==> config.mk <==
export PLATFORM = sky130hd
export DESIGN_NAME = fetch_stage_flat
export DESIGN_NICKNAME = d
export VERILOG_FILES = /design/src/rtl/riscv_pkg.sv /design/src/rtl/fetch_stage_if.sv /design/src/rtl/fetch_stage_pc_next_reg.sv /design/src/rtl/fetch_stage.sv /design/src/flat_wrapper.sv
export SDC_FILE = /design/constraint.sdc
export NUM_CORES = 1
export LEC_CHECK = 0
export CORE_MARGIN = 2
export CORE_UTILIZATION = 41
export CTS_CLUSTER_SIZE = 16
export DETAILED_ROUTE_END_ITERATION = 6
export PLACE_DENSITY = 0.85
export SLEW_MARGIN = 20
export SYNTH_ARGS = -nofsm -noshare
export SYNTH_HDL_FRONTEND = slang
export SYNTH_SLANG_ARGS = --single-unit
==> constraint.sdc <==
create_clock -name clk -period 3.2 [get_ports clk]
set_input_delay 0.96 -clock clk [delete_from_list [all_inputs] [get_ports clk]]
set_output_delay 0.96 -clock clk [all_outputs]
set_load 0.1 [all_outputs]
==> src/rtl/riscv_pkg.sv <==
// Shared RV32I core constants used across pipeline stages.
// Holds the bubble instruction, instruction width and PC step.
package riscv_pkg;

    localparam int unsigned INSTR_WIDTH = 32;
    localparam int unsigned PC_INCR     = 4;

    localparam logic [INSTR_WIDTH-1:0] NOP_INSTR = 32'h0000_0013;

endpackage

==> src/rtl/fetch_stage_if.sv <==
// Instruction-memory read bus between fetch and imem.
// master: drives imem_addr, takes imem_rdata; slave: the memory side.
interface fetch_stage_if #(
    parameter int AW = 8,
    parameter int DW = 32
);
    logic [AW-1:0] imem_addr;
    logic [DW-1:0] imem_rdata;

    modport master (output imem_addr, input imem_rdata);
    modport slave  (input imem_addr, output imem_rdata);

endinterface

==> src/rtl/fetch_stage_pc_next_reg.sv <==
// PC register with next-PC select and +4 adder.
// Ports: clk, rst, StallF, PCSrcE, PCTargetE in; PCF, PCPlus4F out.
import riscv_pkg::*;

module pc_next_reg #(
    parameter int                    ADDRESS_WIDTH = 8,
    parameter logic [ADDRESS_WIDTH-1:0] RESET_PC   = '0
) (
    input  logic                     clk,
    input  logic                     rst,
    input  logic                     StallF,
    input  logic                     PCSrcE,
    input  logic [ADDRESS_WIDTH-1:0] PCTargetE,
    output logic [ADDRESS_WIDTH-1:0] PCF,
    output logic [ADDRESS_WIDTH-1:0] PCPlus4F
);

    logic [ADDRESS_WIDTH-1:0] pcNextF;

    // Wraps modulo 2^ADDRESS_WIDTH.
    assign PCPlus4F = PCF + ADDRESS_WIDTH'(PC_INCR);

    // Redirect targets are forced word aligned.
    assign pcNextF = PCSrcE ? {PCTargetE[ADDRESS_WIDTH-1:2], 2'b00}
                            : PCPlus4F;

    // A redirect overrides a fetch stall.
    always_ff @(posedge clk) begin
        if (rst)
            PCF <= RESET_PC;
        else if (PCSrcE || !StallF)
            PCF <= pcNextF;
    end

endmodule

==> src/rtl/fetch_stage.sv <==
// RV32I fetch stage: PC, imem address, IF/ID pipeline register.
// Ports: clk, rst, hazard controls, redirect, imem bus, IF/ID outputs.
import riscv_pkg::*;

module fetch_stage #(
    parameter int                    ADDRESS_WIDTH = 8,
    parameter int                    DATA_WIDTH    = 32,
    parameter logic [ADDRESS_WIDTH-1:0] RESET_PC   = '0
) (
    input  logic                     clk,
    input  logic                     rst,
    input  logic                     StallF,
    input  logic                     StallD,
    input  logic                     FlushD,
    input  logic                     PCSrcE,
    input  logic [ADDRESS_WIDTH-1:0] PCTargetE,
    fetch_stage_if.master            imem,
    output logic [ADDRESS_WIDTH-1:0] PCF,
    output logic [DATA_WIDTH-1:0]    InstrD,
    output logic [ADDRESS_WIDTH-1:0] PCD,
    output logic [ADDRESS_WIDTH-1:0] PCPlus4D,
    output logic                     ValidD
);

    logic [ADDRESS_WIDTH-1:0] pcPlus4F;

    pc_next_reg #(
        .ADDRESS_WIDTH(ADDRESS_WIDTH),
        .RESET_PC     (RESET_PC)
    ) u_pc (
        .clk      (clk),
        .rst      (rst),
        .StallF   (StallF),
        .PCSrcE   (PCSrcE),
        .PCTargetE(PCTargetE),
        .PCF      (PCF),
        .PCPlus4F (pcPlus4F)
    );

    assign imem.imem_addr = PCF;

    // Flush beats stall: a flushed slot always becomes a bubble.
    always_ff @(posedge clk) begin
        if (rst || FlushD) begin
            InstrD   <= DATA_WIDTH'(NOP_INSTR);
            PCD      <= '0;
            PCPlus4D <= '0;
            ValidD   <= 1'b0;
        end else if (!StallD) begin
            InstrD   <= imem.imem_rdata;
            PCD      <= PCF;
            PCPlus4D <= pcPlus4F;
            ValidD   <= 1'b1;
        end
    end

endmodule

==> src/flat_wrapper.sv <==
// flat-port wrapper written by rule: the top's interface ports become plain ports
module fetch_stage_flat 
#(
    parameter int                    ADDRESS_WIDTH = 8,
    parameter int                    DATA_WIDTH    = 32,
    parameter logic [ADDRESS_WIDTH-1:0] RESET_PC   = '0
)
  (clk, rst, StallF, StallD, FlushD, PCSrcE, PCTargetE, PCF, InstrD, PCD, PCPlus4D, ValidD, imem_imem_addr, imem_imem_rdata);
  fetch_stage_if #(.AW(8), .DW(32)) imem_i ();
  input  logic clk;
  input  logic rst;
  input  logic StallF;
  input  logic StallD;
  input  logic FlushD;
  input  logic PCSrcE;
  input  logic [ADDRESS_WIDTH-1:0] PCTargetE;
  output logic [ADDRESS_WIDTH-1:0] PCF;
  output logic [DATA_WIDTH-1:0] InstrD;
  output logic [ADDRESS_WIDTH-1:0] PCD;
  output logic [ADDRESS_WIDTH-1:0] PCPlus4D;
  output logic ValidD;
  output wire logic [$bits(imem_i.imem_addr)-1:0] imem_imem_addr;
  input wire logic [$bits(imem_i.imem_rdata)-1:0] imem_imem_rdata;
  assign imem_imem_addr = imem_i.imem_addr;
  assign imem_i.imem_rdata = imem_imem_rdata;
  fetch_stage #(.ADDRESS_WIDTH(ADDRESS_WIDTH), .DATA_WIDTH(DATA_WIDTH), .RESET_PC(RESET_PC)) u_core (.clk(clk), .rst(rst), .StallF(StallF), .StallD(StallD), .FlushD(FlushD), .PCSrcE(PCSrcE), .PCTargetE(PCTargetE), .imem(imem_i), .PCF(PCF), .InstrD(InstrD), .PCD(PCD), .PCPlus4D(PCPlus4D), .ValidD(ValidD));
endmodule
==> flow_metrics.py <==
metrics = {
    "clocking": {
        "path_clk_slew_ns": 0.09,
        "clock-sinks": 51,
        "post-cts-setup-buffer-count": 0,
        "post_cts_resized": 0,
        "clk_latency_ns": 0.29,
        "cts_tree": "built",
        "numCtsBuffers": 5,
        "cts_max_level": 2,
        "cts_root_buf": "clkbuf_8",
        "ctsHoldBuffers": 0,
        "clockBufferDepth": 2,
    },
    "setup_path": {
        "r2r_setup_slack_ns": 1.69,
        "path_cells": "clkdlybuf4s50_1 -> or2_2 -> nor2_1",
        "r2r_end": "u_core.u_pc.PCF[7]$_SDFFE_PP0P_",
        "critPathBufInv": 1,
        "crit_type": "in -> reg",
        "critPathArrivalTime_ns": 2.39,
        "crit_fanout": 38,
        "crit_path_top_delay_cell": "clkdlybuf4s50_1",
        "path_depth": 3,
        "slowest_delay_ns": 0.64,
        "crit_family": "simple AND/OR/NAND/NOR gates",
        "reg2reg_depth": 3,
        "cp-end-kind": "flop",
        "required_ns": 3.35,
        "regToRegStartpoint": "u_core.u_pc.PCF[2]$_SDFFE_PP0P_",
        "cp-start-kind": "input port",
    },
    "synthesis": {
        "synth_top_area_cell": "dfxtp_1",
        "synth_edf_count": 0,
        "yosys_warnings": 0,
        "synthesis.instances": 207,
        "synthFlopType": "dfxtp_1",
        "async_flop_share": 0,
        "synth_top_area_frac": 0.502,
        "synthesis.area_um2": 2030,
        "synth_cell_types": 29,
        "synth_seq_cells": 51,
        "synth_area_leaders": "dfxtp_1, mux2i_1, nor2_1",
        "avgSynthCellArea_um2": 9.82,
        "ys_seq_area_frac": 0.502,
    },
    "layout": {
        "final_common_cell": "buf_4",
        "syn_to_final_growth_pct": 45.2,
        "antenna_cells": 0,
        "final_cell_mix": "buf_4, dfxtp_1, nor2_1",
        "drive_above_1_share": 0.236,
        "nets": 344,
    },
    "pwr": {
        "power.total_mw": 1.54,
        "power.density_nw_per_um2": 521,
        "power_leakage_nw": 1.34,
        "peakVddDrop_mv": 0.215,
    },
    "floorplanning": {
        "rows": 25,
        "die_area_um2": 5540,
        "coreArea_um2": 4750,
        "start_util": 0.428,
        "die_w_um": 74.4,
        "io_pins": 111,
        "chipHeight_um": 74.4,
    },
    "worst_hold_path": {
        "holdPathStages": 1,
        "hp-class": "reg -> reg",
        "min_from": "u_core.ValidD$_SDFFE_PP0N_",
        "min_to": "u_core.ValidD$_SDFFE_PP0N_",
    },
    "detailed_routing": {
        "initialDrtViolationCount": 61,
        "route.detailed.drc": 0,
        "viasPerCell": 4.58,
        "vias": 1668,
        "dr.pass1.iters": 4,
        "ant_nets": 0,
        "routed_wl_um": 4520,
        "routedWlPerCell_um": 12.4,
    },
    "global_routing": {
        "grt_usage": 0.160,
        "grt_pass1_wl_um": 6800,
        "grt_max_degree": 39,
        "overflow": 0,
        "grt_pass1_vias": 1466,
        "antenna_found_initial": 0,
    },
    "placed_design": {
        "io_buffers": 100,
        "gp_routability_congestion": 0.772,
        "dp_hpwl_um": 3370,
    },
    "sta": {
        "finalSetupTns_ns": 0,
        "slew-limit-headroom": 0.523,
        "setup_viol": 0,
        "drv_slew": 0,
        "rsz0062_at_grt": "false",
        "hold_violations": 0,
        "clock_skew_ns": 0.00587,
        "worstMarginPinSlew_ns": 0.716,
        "fin_crit_ns": 2.24,
        "hold_slack_ns": 0.460,
        "clock.fmax_mhz": 446,
        "fin_crit_sh": 0.700,
    },
    "run": {
        "cap_viol_max_count": 0,
    },
    "status": {
        "run_status": "finished clean",
    },
}
==> cell families after synthesis <==
kind of cell | synth area share
other | 0.00184
AOI/OAI and AO/OA | 0.0505
adders and majority gates | 0.00615
DFF | 0.502
and+or+nand+nor | 0.129
buffers and inverters | 0.0831
xor gates and xnor gates | 0.0302
muxes | 0.198
==> synth_stat cells (2+ instances only) <==
library cell,n
nand2_1,9
xnor2_1,2
nand3_1,3
nor2_1,43
o21ai_0,4
dfxtp_1,51
a211oi_1,3
xor2_1,5
nand4b_1,2
buf_4,14
clkbuf_1,3
mux2i_1,39
a21oi_1,6
buf_2,8
==> metrics by stage <==
stage,cell area (um^2),utilization,worst slack [ns],instances
global route,2950,0.621,0.803,364
global placement,2850,0.599,0.655,357
CTS,2950,0.621,0.937,364
floorplan,2060,-,0.728,214
finish,2950,0.621,0.959,364
detailed placement,2850,0.599,0.610,357
==> registers in the layout (all words and copies together), names as in the netlist <==
register	count
u_core.InstrD	32
u_core.PCD	6
u_core.PCPlus4D	6
u_core.ValidD	1
u_core.u_pc.PCF	6
==> power by group <==
part | switching [mW] | total [mW] | internal, mW
combinational | 0.316 | 0.434 | 0.118
clock | 0.193 | 0.422 | 0.229
sequential | 0.0228 | 0.681 | 0.658
total | 0.532 | 1.54 | 1.01
==> worst max-delay path by stage <==
stage                                               start                              to  slack, ns
after detailed placement                              rst  u_core.InstrD[16]$_SDFFE_PP0N_       0.61
after global routing                                  rst  u_core.InstrD[25]$_SDFFE_PP0N_       0.80
after CTS                                             rst  u_core.InstrD[20]$_SDFFE_PP0N_       0.94
after floorplan           u_core.u_pc.PCF[2]$_SDFFE_PP0P_               imem_imem_addr[2]       0.73
final                                                 rst  u_core.InstrD[20]$_SDFFE_PP0N_       0.96
after global placement                                rst      u_core.PCD[5]$_SDFFE_PP0N_       0.66
==> layer usage <==
metal,vias up,track usage,share of wire
met1,757,0.196,0.42
li1,843,-,-
met4,0,0.0417,0.010
met5,-,0,0
met3,6,0.0583,0.083
met2,62,0.266,0.48
==> layout make-up <==
type	count	area, um^2
clock inverter	1	30.0
inverter	2	7.51
sequential	51	1020
multi-input combinational	135	870
tap	67	83.8
clock buffer	6	72.6
fill	441	1800
timing repair buffer	102	868
Power figures use the tool's default switching activity.
